File: src/rtl/mem_port_sequencer_pkg.sv
// Shared definitions for the memory port sequencer: default widths, FSM
// state encoding and the bundle of registered control outputs together with
// the decode that maps a state onto those outputs.
package mem_port_sequencer_pkg;

    localparam int unsigned SEQ_ADDR_WIDTH  = 16;
    localparam int unsigned SEQ_DATA_WIDTH  = 8;
    localparam int unsigned SEQ_CYCLE_WIDTH = 16;
    localparam int unsigned SEQ_STATE_WIDTH = 3;

    typedef enum logic [SEQ_STATE_WIDTH-1:0] {
        SEQ_LOAD    = 3'd0,
        SEQ_ARM_RST = 3'd1,
        SEQ_ARM_GO  = 3'd2,
        SEQ_RUN     = 3'd3,
        SEQ_DRAIN   = 3'd4
    } seq_state_e;

    // Registered control outputs driven towards the core and the host.
    typedef struct packed {
        logic core_reset_n;
        logic core_en;
        logic trigger;
        logic busy;
        logic done;
    } seq_ctl_t;

    localparam seq_ctl_t SEQ_CTL_RESET = '0;

    // Control outputs for a given state. core_reset_n is sticky: only the
    // arm sequence changes it, so core state survives past the end of a run.
    function automatic seq_ctl_t seq_ctl_decode(input seq_state_e state,
                                                input logic       core_reset_n_prev);
        seq_ctl_t ctl;
        ctl              = SEQ_CTL_RESET;
        ctl.core_reset_n = core_reset_n_prev;
        case (state)
            SEQ_ARM_RST: begin
                ctl.core_reset_n = 1'b0;
                ctl.busy         = 1'b1;
            end
            SEQ_ARM_GO: begin
                ctl.core_reset_n = 1'b1;
                ctl.core_en      = 1'b1;
                ctl.trigger      = 1'b1;
                ctl.busy         = 1'b1;
            end
            SEQ_RUN: begin
                ctl.core_en = 1'b1;
                ctl.busy    = 1'b1;
            end
            SEQ_DRAIN: begin
                ctl.done = 1'b1;
            end
            default: begin
            end
        endcase
        return ctl;
    endfunction

endpackage

File: src/rtl/mem_port_sequencer_run_counter.sv
// Loadable run-length down-counter.
//   clk, reset_n  : clock, asynchronous active-low reset
//   load          : load load_val (has priority over en)
//   load_val      : run length; 0 disables counting entirely
//   en            : decrement by one this cycle
//   count_is_one  : registered flag, high while the count equals 1
// The count saturates at 0, so a zero load stays at zero (unlimited run) and
// the counter never wraps.
module mem_port_sequencer_run_counter
    import mem_port_sequencer_pkg::*;
#(
    parameter int unsigned CYCLE_WIDTH = SEQ_CYCLE_WIDTH
) (
    input  logic                   clk,
    input  logic                   reset_n,
    input  logic                   load,
    input  logic [CYCLE_WIDTH-1:0] load_val,
    input  logic                   en,
    output logic                   count_is_one
);

    logic [CYCLE_WIDTH-1:0] count_q;
    logic [CYCLE_WIDTH-1:0] count_d;
    logic                   is_one_q;
    logic                   is_one_d;

    // Next count and its "equals one" flag, registered together.
    always_comb begin
        count_d = count_q;
        if (load) begin
            count_d = load_val;
        end else if (en && (count_q != '0)) begin
            count_d = count_q - CYCLE_WIDTH'(1);
        end
        is_one_d = (count_d == CYCLE_WIDTH'(1));
    end

    always_ff @(posedge clk or negedge reset_n) begin
        if (!reset_n) begin
            count_q  <= '0;
            is_one_q <= 1'b0;
        end else begin
            count_q  <= count_d;
            is_one_q <= is_one_d;
        end
    end

    assign count_is_one = is_one_q;

endmodule

File: src/rtl/mem_port_sequencer.sv
// Owner of the single memory port. In LOAD the host loader gets the port;
// on start the core is reset, triggered and given the port for run_cycles
// cycles (or until stop), then the port returns to the host and the core is
// frozen with its state intact.
//   clk, reset_n                     : clock, asynchronous active-low reset
//   host_req/we/addr/din             : host access request
//   host_gnt                         : host access performed this cycle (comb)
//   host_rvalid, host_rdata          : read return, one cycle after grant
//   start, stop, run_cycles          : run control (0 = unlimited)
//   core_addr/din/we                 : core side of the port
//   mem_addr/din/we (comb), mem_dout : memory side of the port
//   core_reset_n, core_en, trigger   : core control (registered)
//   busy, done                       : run status (registered)
module mem_port_sequencer
    import mem_port_sequencer_pkg::*;
#(
    parameter int unsigned ADDR_WIDTH  = SEQ_ADDR_WIDTH,
    parameter int unsigned DATA_WIDTH  = SEQ_DATA_WIDTH,
    parameter int unsigned CYCLE_WIDTH = SEQ_CYCLE_WIDTH
) (
    input  logic                   clk,
    input  logic                   reset_n,

    input  logic                   host_req,
    input  logic                   host_we,
    input  logic [ADDR_WIDTH-1:0]  host_addr,
    input  logic [DATA_WIDTH-1:0]  host_din,
    output logic                   host_gnt,
    output logic                   host_rvalid,
    output logic [DATA_WIDTH-1:0]  host_rdata,

    input  logic                   start,
    input  logic                   stop,
    input  logic [CYCLE_WIDTH-1:0] run_cycles,

    input  logic [ADDR_WIDTH-1:0]  core_addr,
    input  logic [DATA_WIDTH-1:0]  core_din,
    input  logic                   core_we,

    output logic [ADDR_WIDTH-1:0]  mem_addr,
    output logic [DATA_WIDTH-1:0]  mem_din,
    output logic                   mem_we,
    input  logic [DATA_WIDTH-1:0]  mem_dout,

    output logic                   core_reset_n,
    output logic                   core_en,
    output logic                   trigger,
    output logic                   busy,
    output logic                   done
);

    seq_state_e state_q;
    seq_state_e state_d;
    seq_ctl_t   ctl_q;
    seq_ctl_t   ctl_d;
    logic       host_rvalid_q;
    logic       host_rvalid_d;

    logic       ctr_load;
    logic       ctr_en;
    logic       count_is_one;
    logic       in_load;

    assign in_load = (state_q == SEQ_LOAD);

    // Run-length counter: loaded in ARM_RST so ARM_GO already sees the
    // programmed length and counts as the first core cycle of the run.
    mem_port_sequencer_run_counter #(
        .CYCLE_WIDTH (CYCLE_WIDTH)
    ) u_run_counter (
        .clk          (clk),
        .reset_n      (reset_n),
        .load         (ctr_load),
        .load_val     (run_cycles),
        .en           (ctr_en),
        .count_is_one (count_is_one)
    );

    // Next state, counter control and next registered outputs.
    always_comb begin
        state_d       = state_q;
        ctr_load      = 1'b0;
        ctr_en        = 1'b0;
        case (state_q)
            SEQ_LOAD: begin
                if (start) begin
                    state_d = SEQ_ARM_RST;
                end
            end
            SEQ_ARM_RST: begin
                ctr_load = 1'b1;
                state_d  = SEQ_ARM_GO;
            end
            SEQ_ARM_GO: begin
                ctr_en  = 1'b1;
                state_d = count_is_one ? SEQ_DRAIN : SEQ_RUN;
            end
            SEQ_RUN: begin
                ctr_en = 1'b1;
                if (stop || count_is_one) begin
                    state_d = SEQ_DRAIN;
                end
            end
            SEQ_DRAIN: begin
                state_d = SEQ_LOAD;
            end
            default: begin
                state_d = SEQ_LOAD;
            end
        endcase
        // Outputs are decoded from the next state so they line up with it.
        ctl_d         = seq_ctl_decode(state_d, ctl_q.core_reset_n);
        host_rvalid_d = in_load && host_req && !host_we;
    end

    always_ff @(posedge clk or negedge reset_n) begin
        if (!reset_n) begin
            state_q       <= SEQ_LOAD;
            ctl_q         <= SEQ_CTL_RESET;
            host_rvalid_q <= 1'b0;
        end else begin
            state_q       <= state_d;
            ctl_q         <= ctl_d;
            host_rvalid_q <= host_rvalid_d;
        end
    end

    // Port mux: host in LOAD, core in ARM_GO/RUN, writes blocked otherwise.
    always_comb begin
        mem_addr = core_addr;
        mem_din  = core_din;
        mem_we   = 1'b0;
        case (state_q)
            SEQ_LOAD: begin
                mem_addr = '0;
                mem_din  = '0;
                if (host_req) begin
                    mem_addr = host_addr;
                    mem_din  = host_din;
                    mem_we   = host_we;
                end
            end
            SEQ_ARM_GO,
            SEQ_RUN: begin
                mem_we = core_we;
            end
            default: begin
                mem_we = 1'b0;
            end
        endcase
        // No write may slip through while reset is asserted.
        mem_we = mem_we && reset_n;
    end

    assign host_gnt     = reset_n && in_load && host_req;
    assign host_rvalid  = host_rvalid_q;
    assign host_rdata   = mem_dout;

    assign core_reset_n = ctl_q.core_reset_n;
    assign core_en      = ctl_q.core_en;
    assign trigger      = ctl_q.trigger;
    assign busy         = ctl_q.busy;
    assign done         = ctl_q.done;

endmodule

File: config.mk
export PLATFORM = sky130hd
export DESIGN_NAME = mem_port_sequencer
export DESIGN_NICKNAME = d
export VERILOG_FILES = /design/src/rtl/mem_port_sequencer_pkg.sv /design/src/rtl/mem_port_sequencer_run_counter.sv /design/src/rtl/mem_port_sequencer.sv
export SDC_FILE = /design/constraint.sdc
export NUM_CORES = 1
export LEC_CHECK = 0
export CORE_MARGIN = 2
export CORE_UTILIZATION = 34
export CTS_BUF_LIST = sky130_fd_sc_hd__clkbuf_4 sky130_fd_sc_hd__clkbuf_8 sky130_fd_sc_hd__clkbuf_16
export DETAILED_ROUTE_END_ITERATION = 10
export PLACE_DENSITY = 0.88
export SETUP_SLACK_MARGIN = 0.2
export SYNTH_ARGS = -nofsm -noshare
export SYNTH_HDL_FRONTEND = slang
export SYNTH_SLANG_ARGS = --single-unit
File: constraint.sdc
create_clock -name clk -period 2 [get_ports clk]
set_clock_uncertainty 0.05 [all_clocks]
set_input_delay 0.2 -clock clk [delete_from_list [all_inputs] [get_ports clk]]
set_output_delay 0.2 -clock clk [all_outputs]
set_load 0.02 [all_outputs]
==> impl_metrics.py, run 1 <==
metrics = {
    "logic_synthesis": {
        "ys_seq_elements": 26,
        "synth.top_cell.area_share_pct": 34.1,
        "synth.distinct_cells": 46,
        "ys.flop_type": "dfrtp_1",
        "syn_nets": 334,
        "ys_seq_area_share_pct": 34.1,
        "synth_area_um2": 1910,
        "synth_area_leaders": "dfrtp_1 34%, nand2_1 13%, nand3_1 6.8%",
        "avgSynthCellArea_um2": 7.55,
        "synth-warning-count": 0,
        "synth_edf_count": 0,
        "ys_async_sr_fraction_pct": 100,
        "syn_inst": 253,
        "synth_top_area_cell": "dfrtp_1",
    },
    "global_route": {
        "grt_usage_pct": 24.0,
        "grt_start_max_net_pins": 28,
        "first_global_vias": 2415,
        "grt_overflow": 0,
        "grt_antenna_before_repair": 0,
        "grt_first_pass_wirelength_um": 11900,
    },
    "setup_path": {
        "cp_max_fo": 5,
        "crit_arrival_ns": 2.58,
        "r2r_cells": 10,
        "critPathKind": "reg2reg",
        "crit_path_end_kind": "flip-flop",
        "cp-start-kind": "flip-flop",
        "crit_required_ns": 2.18,
    },
    "route": {
        "drc": 0,
        "drt-initial-drc-count": 205,
        "vias": 2564,
        "postRouteAntennaNets": 0,
        "firstDrtPassIters": 5,
        "avgViaCountPerCell": 5.44,
        "wl_um": 8490,
        "wire_per_inst_um": 18.0,
    },
    "die": {
        "die_area_um2": 6230,
        "core_area_um2": 5470,
        "die_w_um": 78.9,
        "start_util_pct": 34.9,
        "ios": 119,
        "rows": 27,
        "die_y_um": 78.9,
    },
    "sta": {
        "finalCritPeriodShare_pct": 120,
        "finalSetupTns_ns": -2.29,
        "hold_viol_final": 0,
        "max_clock_freq_ghz": 0.417,
        "rsz0062_at_grt": "true",
        "slew_violations": 0,
        "finalSetupViolations": 30,
        "fin_crit_ns": 2.40,
        "setup_ws_ns": -0.400,
        "hold_ws_ns": 0.0433,
        "slew_headroom_pct": 72.4,
        "tightest_slew_ns": 0.410,
    },
    "clocking": {
        "clk_pin_slew_worst_paths_ns": 0.10,
        "clk_path_buf_depth": 2,
        "htree_levels": 1,
        "cts_tree": "done",
        "clock_sinks": 26,
        "clock_latency_ns": 0.28,
        "numCtsBuffers": 3,
        "root_buffer": "clkbuf_8",
    },
    "worst_hold_path": {
        "hp-class": "in2async",
    },
    "placed_design": {
        "gp_congestion": 0.960,
        "preCtsSetupSlack_ns": -0.258,
        "numPortBuffers": 102,
        "dp_hpwl_um": 5200,
    },
    "finish": {
        "drive_above_1_share_pct": 29.1,
        "diodes": 0,
        "syn_to_final_growth_pct": 94.2,
        "nets": 481,
        "fill_cells": 410,
    },
    "power": {
        "power_density_nw_per_um2": 1330,
        "vdd_drop_max_uv": 731,
        "p_leak_nw": 1.69,
    },
    "run_status": {
        "status": "finished, violations left",
        "violations": "negative setup slack",
    },
    "job": {
        "maxCapViolCount": 0,
    },
}
[flip-flops by register name, indices dropped and copies added (netlist names)]
signal,count
u_run_counter.count_q,16
core_reset_n,1
host_rvalid,1
core_en,1
trigger,1
done,1
state_q,3
busy,1
u_run_counter.count_is_one,1
[cells by family after synthesis]
| family | synth area share (%) |
|---|---|
| AO/OA/AOI/OAI | 12.5 |
| XOR/XNOR | 4.13 |
| adder cells (fa/ha/maj) | 1.31 |
| buffers and inverters | 7.67 |
| flip-flops | 34.1 |
| multiplexers | 1.57 |
| AND/OR/NAND/NOR | 38.8 |
[layout by cell type, fill, tap and decap left out, types with 3 or more instances in the layout]
master / Yosys / routed
buf_12: 0 / 3
clkdlybuf4s50_1: 0 / 76
nor4_4: 1 / 3
dlygate4sd2_1: 0 / 24
o211ai_1: 5 / 5
buf_6: 0 / 4
xor2_1: 5 / 5
o21ai_0: 6 / 3
nand2_1: 65 / 63
nand3_1: 26 / 25
nor3_1: 9 / 8
nor2b_1: 3 / 3
nor2_1: 24 / 21
a21oi_2: 0 / 5
inv_1: 5 / 3
o211ai_2: 3 / 3
buf_4: 10 / 54
o21ai_1: 3 / 4
dfrtp_1: 26 / 24
xnor2_1: 4 / 3
inv_2: 1 / 3
clkbuf_8: 0 / 3
[layout make-up]
type / count / area (um2) / share of cell area [%]
well taps: 72 / 90.1 / 2.43
clock buffers: 3 / 41.3 / 1.11
flip-flops and latches: 26 / 653 / 17.6
clock inverters: 1 / 30.0 / 0.810
multi-input cells: 200 / 1370 / 36.9
inverters: 6 / 22.5 / 0.607
repair buffers: 163 / 1500 / 40.6
[critical path, stage by stage (launching register included)]
cell and delay, ns:
dfrtp_1 0.40, inv_2 0.11, ha_4 0.15, nor3b_4 0.26
nand3_4 0.15, buf_4 0.17, nor2_4 0.10, mux2i_2 0.31
o2111ai_2 0.14, nor4_2 0.27, and4b_1 0.23
[per-layer routing]
| layer | vias up | global-route usage [%] | wire [um] |
|---|---|---|---|
| met5 | - | 3.64 | 0 |
| met4 | 0 | 13.6 | 492 |
| met3 | 47 | 4.77 | 645 |
| met2 | 162 | 38.8 | 4070 |
| met1 | 1195 | 29.5 | 3290 |
| li1 | 1160 | - | - |
[per-stage QoR]
step	cell area [um2]	total power [W]	std cells	util [%]
CTS	3460	0.00441	458	63.2
floorplan	1960	0.00250	253	-
finish	3710	0.00493	471	67.7
detailed placement	3300	0.00390	447	60.2
global route	3710	0.00519	471	67.7
global placement	3300	0.00384	447	60.2
[final timing paths]
check	slack (ns)	startpoint	to
hold / removal	0.04	reset_n	host_rvalid$_DFF_PN0_
max in group asynchronous	1.28	reset_n	u_run_counter.count_q[6]$_DFF_PN0_
setup reg to reg	-0.40	u_run_counter.count_q[0]$_DFF_PN0_	u_run_counter.count_is_one$_DFF_PN0_
setup / recovery	-0.40	u_run_counter.count_q[0]$_DFF_PN0_	u_run_counter.count_is_one$_DFF_PN0_
min in group clk	0.35	mem_dout[1]	host_rdata[1]
hold reg to reg	0.45	core_reset_n$_DFFE_PN0P_	core_reset_n$_DFFE_PN0P_
[where the power goes]
group | leakage [nW] | internal [W] | switching (W) | total [W]
registers | 0.308 | 0.000770 | 0.000298 | 0.00107
clock network | 0.0357 | 0.000268 | 0.000188 | 0.000456
logic | 1.35 | 0.00160 | 0.00181 | 0.00341
[cell usage after synthesis, types with 2 or more instances]
| master | instances |
|---|---|
| ha_1 | 2 |
| clkbuf_1 | 8 |
| nor2b_1 | 3 |
| nor4_1 | 4 |
| or3_1 | 2 |
| mux2i_1 | 3 |
| nand2b_1 | 2 |
| xnor2_1 | 4 |
| o211ai_2 | 3 |
| o21ai_0 | 6 |
| nor2_1 | 24 |
| nor3_1 | 9 |
| nand2_1 | 65 |
| dfrtp_1 | 26 |
| buf_4 | 10 |
| buf_2 | 3 |
| or2_1 | 2 |
| o211ai_1 | 5 |
| o21ai_1 | 3 |
| xor2_1 | 5 |
| a21oi_1 | 9 |
| inv_1 | 5 |
| and4_1 | 2 |
| nand3_1 | 26 |
[what timing repair did]
item | 4_1_cts | 5_1_grt
gates resized for setup | 43 | 36
pin swaps | 13 | 26
gates cloned | 1 | 0
setup endpoints to repair | 39 | 43
hold buffers | 0 | 0
setup buffers | 6 | 13
Power figures use the tool's default switching activity.
==> inputs of run 2 (changes only) <==
CTS_CLUSTER_SIZE = 14   (was default)
==> results of run 2 <==
Final layout, timing and power as in run 1 (identical DEF).
==> inputs of run 3 (changes only) <==
CORE_ASPECT_RATIO = 1.1   (was default)
CORE_UTILIZATION = 35   (was 34)
PLACE_DENSITY = 0.87   (was 0.88)
SYNTH_HIERARCHICAL = 1   (was default)
==> impl_metrics.py, run 3 <==
metrics = {
    "logic_synthesis": {
        "ys_seq_area_share_pct": 30.7,
        "ys_async_sr_fraction_pct": 100,
        "syn_nets": 346,
        "synth-simple-area-share_pct": 27.9,
        "ys_seq_elements": 26,
        "muxShareOfSynthArea_pct": 0,
        "synth_top_family_by_area": "compound AO/OA/AOI/OAI gates",
        "synthXorXnorAreaFrac_pct": 0.414,
        "synth_most_common_cell": "nand2_1",
        "synth_area_leaders": "dfrtp_1 31%, o31ai_1 9.2%, nand2_1 6.4%",
        "synth-warning-count": 6,
        "synth.distinct_cells": 56,
        "synth_top_area_cell": "dfrtp_1",
        "synth_area_um2": 2120,
        "synth-adder-area-share_pct": 1.18,
        "synth.top_cell.area_share_pct": 30.7,
        "ys_top_cells_by_count": "36 x nand2_1, 26 x dfrtp_1, 26 x o31ai_1, 25 x o21ai_1, 18 x nor2_1",
        "avgSynthCellArea_um2": 7.99,
        "synth-compound-area-share_pct": 30.6,
        "synth_edf_count": 0,
        "syn_inst": 265,
        "ys.flop_type": "dfrtp_1",
    },
    "route": {
        "drc": 0,
        "vias": 3186,
        "avgViaCountPerCell": 6.09,
        "wl_um": 11600,
        "drt-initial-drc-count": 224,
        "firstDrtPassIters": 4,
        "wire_per_inst_um": 22.2,
        "postRouteAntennaNets": 0,
    },
    "setup_path": {
        "cp-start-kind": "flip-flop",
        "critPathBufInv": 1,
        "rr_startpoint": "u_run_counter/count_q[0]$_DFF_PN0_",
        "crit_chain": "inv_2, ha_4, or4b_4, or4_4, a221o_1, nor3_2, and4_1",
        "slowest_stage": "or4_4",
        "cp_max_fo": 4,
        "critical-path-top-delay-family": "simple AND/OR/NAND/NOR gates",
        "cp_slowest_stage_delay_ns": 0.48,
        "regToRegSetupSlack_ns": -0.45,
        "crit_path_end_kind": "flip-flop",
        "critPathKind": "reg2reg",
        "crit_arrival_ns": 2.63,
        "r2r_cells": 7,
        "worstReg2RegEnd": "u_run_counter/count_is_one$_DFF_PN0_",
        "crit_required_ns": 2.18,
    },
    "power": {
        "vdd_drop_max_uv": 702,
        "p_leak_nw": 1.83,
        "power_density_nw_per_um2": 1450,
    },
    "sta": {
        "slew_headroom_pct": 69.2,
        "finalCritPeriodShare_pct": 123,
        "hold_viol_final": 0,
        "setup_ws_ns": -0.454,
        "tightest_slew_ns": 0.460,
        "max_clock_freq_ghz": 0.407,
        "finalSetupViolations": 34,
        "hold_ws_ns": 0.350,
        "slew_violations": 0,
        "fin_crit_ns": 2.45,
        "rsz0062_at_grt": "true",
    },
    "finish": {
        "postLayoutCellArea_um2": 4500,
        "regMostFlops": "u_run_counter/count_q",
        "nets": 528,
        "drive_above_1_share_pct": 48.2,
        "final_common_cell": "clkdlybuf4s50_1",
        "final_cell_mix": "76 x clkdlybuf4s50_1, 71 x buf_4, 53 x buf_6",
        "finalNonFillerCells": 523,
        "largest_register_ffs": 16,
        "syn_to_final_growth_pct": 113,
        "largestRegisters": "u_run_counter/count_q: 16 flops, state_q: 3 flops",
        "diodes": 0,
    },
    "clocking": {
        "clock_sinks": 26,
        "clock_latency_ns": 0.29,
        "clk_path_buf_depth": 2,
        "cts_tree": "done",
        "numCtsBuffers": 3,
        "clk_pin_slew_worst_paths_ns": 0.10,
        "root_buffer": "clkbuf_8",
        "htree_levels": 1,
    },
    "worst_hold_path": {
        "hp-class": "in2out",
        "worstHoldStart": "mem_dout[1]",
        "min_path_cells": 0,
        "holdPathEnd": "host_rdata[1]",
    },
    "run_status": {
        "status": "finished, violations left",
        "violations": "negative setup slack",
    },
    "die": {
        "rows": 29,
        "die_w_um": 78.2,
        "start_util_pct": 36.5,
        "core_area_um2": 5810,
        "ios": 119,
        "die_y_um": 85.6,
        "die_area_um2": 6690,
    },
    "job": {
        "maxCapViolCount": 0,
    },
    "global_route": {
        "first_global_vias": 3110,
        "grt_overflow": 0,
        "grt_start_max_net_pins": 25,
        "grt_first_pass_wirelength_um": 15200,
        "grt_antenna_before_repair": 0,
        "grt_usage_pct": 28.9,
    },
    "placed_design": {
        "gp_congestion": 0.972,
        "place_inst": 484,
        "place_area_um2": 3630,
        "dp_hpwl_um": 6390,
        "numPortBuffers": 102,
    },
}
==> run 3: cell families after synthesis <==
family | Yosys count
and+or+nand+nor | 107
AOI/OAI and AO/OA | 94
buffers and inverters | 35
DFF | 26
adders and majority gates | 2
xor gates and xnor gates | 1
==> run 3: routing by layer <==
metal / routed length [um] / share of wire, % / track usage, %
met1: 4000 / 34 / 30.8
met2: 6090 / 52 / 53.7
met3: 1020 / 8.8 / 6.95
met4: 507 / 4.4 / 13.2
met5: 0 / 0 / 0
==> run 3: final cells by class <==
type	instances	area (um2)
clock buffers	4	55.1
well taps	77	96.3
inverters	6	22.5
repair buffers	203	1950
flip-flops and latches	26	652
multi-input cells	207	1730
fillers	337	1300
==> run 3: how the worst max path moves through the flow <==
stage | from | end | slack [ns] | cells past startpoint
6_report | u_run_counter/count_q[0]$_DFF_PN0_ | u_run_counter/count_is_one$_DFF_PN0_ | -0.45 | 7
5_1_grt | u_run_counter/count_q[14]$_DFF_PN0_ | u_run_counter/count_is_one$_DFF_PN0_ | -0.52 | 5
4_1_cts | u_run_counter/count_q[0]$_DFF_PN0_ | u_run_counter/count_is_one$_DFF_PN0_ | -0.40 | 7
3_5_place_dp | u_run_counter/count_q[0]$_DFF_PN0_ | u_run_counter/count_is_one$_DFF_PN0_ | -0.45 | 7
3_3_place_gp | u_run_counter/count_q[0]$_DFF_PN0_ | u_run_counter/count_is_one$_DFF_PN0_ | -0.39 | 7
2_1_floorplan | u_run_counter/count_q[0]$_DFF_PN0_ | u_run_counter/count_is_one$_DFF_PN0_ | -0.33 | 7
==> run 3: power by group <==
group | internal (W) | switching, W | leakage [nW]
combinational | 0.00257 | 0.00264 | 1.50
clock | 0.000177 | 0.000194 | 0.0288
sequential | 0.000769 | 0.000175 | 0.306
total | 0.00352 | 0.00301 | 1.83
==> run 3: per-stage QoR <==
step                      setup TNS [ns]  total power [W]  utilization, %  setup WS [ns]
final                              -4.64          0.00653            77.6         -0.454
after global routing               -6.08          0.00679            77.6         -0.524
after CTS                          -1.65          0.00557            70.9         -0.395
after detailed placement           -3.78          0.00445            62.6         -0.452
after global placement             -2.81          0.00436            62.6         -0.391
after floorplan                   -0.369          0.00277               -         -0.326
==> run 3: timing repair <==
| item | CTS | global route |
|---|---|---|
| buffers inserted | 23 | 9 |
| endpoints found under the setup margin | 43 | 43 |
| gates cloned | 3 | 0 |
| hold endpoints to repair | 0 | 0 |
| gates resized for setup | 204 | 71 |
| hold buffers | 0 | 0 |
| pin swaps | 32 | 30 |
==> run 3: worst register-to-register path: stages, from the launching register on <==
cell     delay [ns]
dfrtp_1        0.41
inv_2          0.09
ha_4           0.13
or4b_4         0.46
or4_4          0.48
a221o_1        0.41
nor3_2         0.16
and4_1         0.20
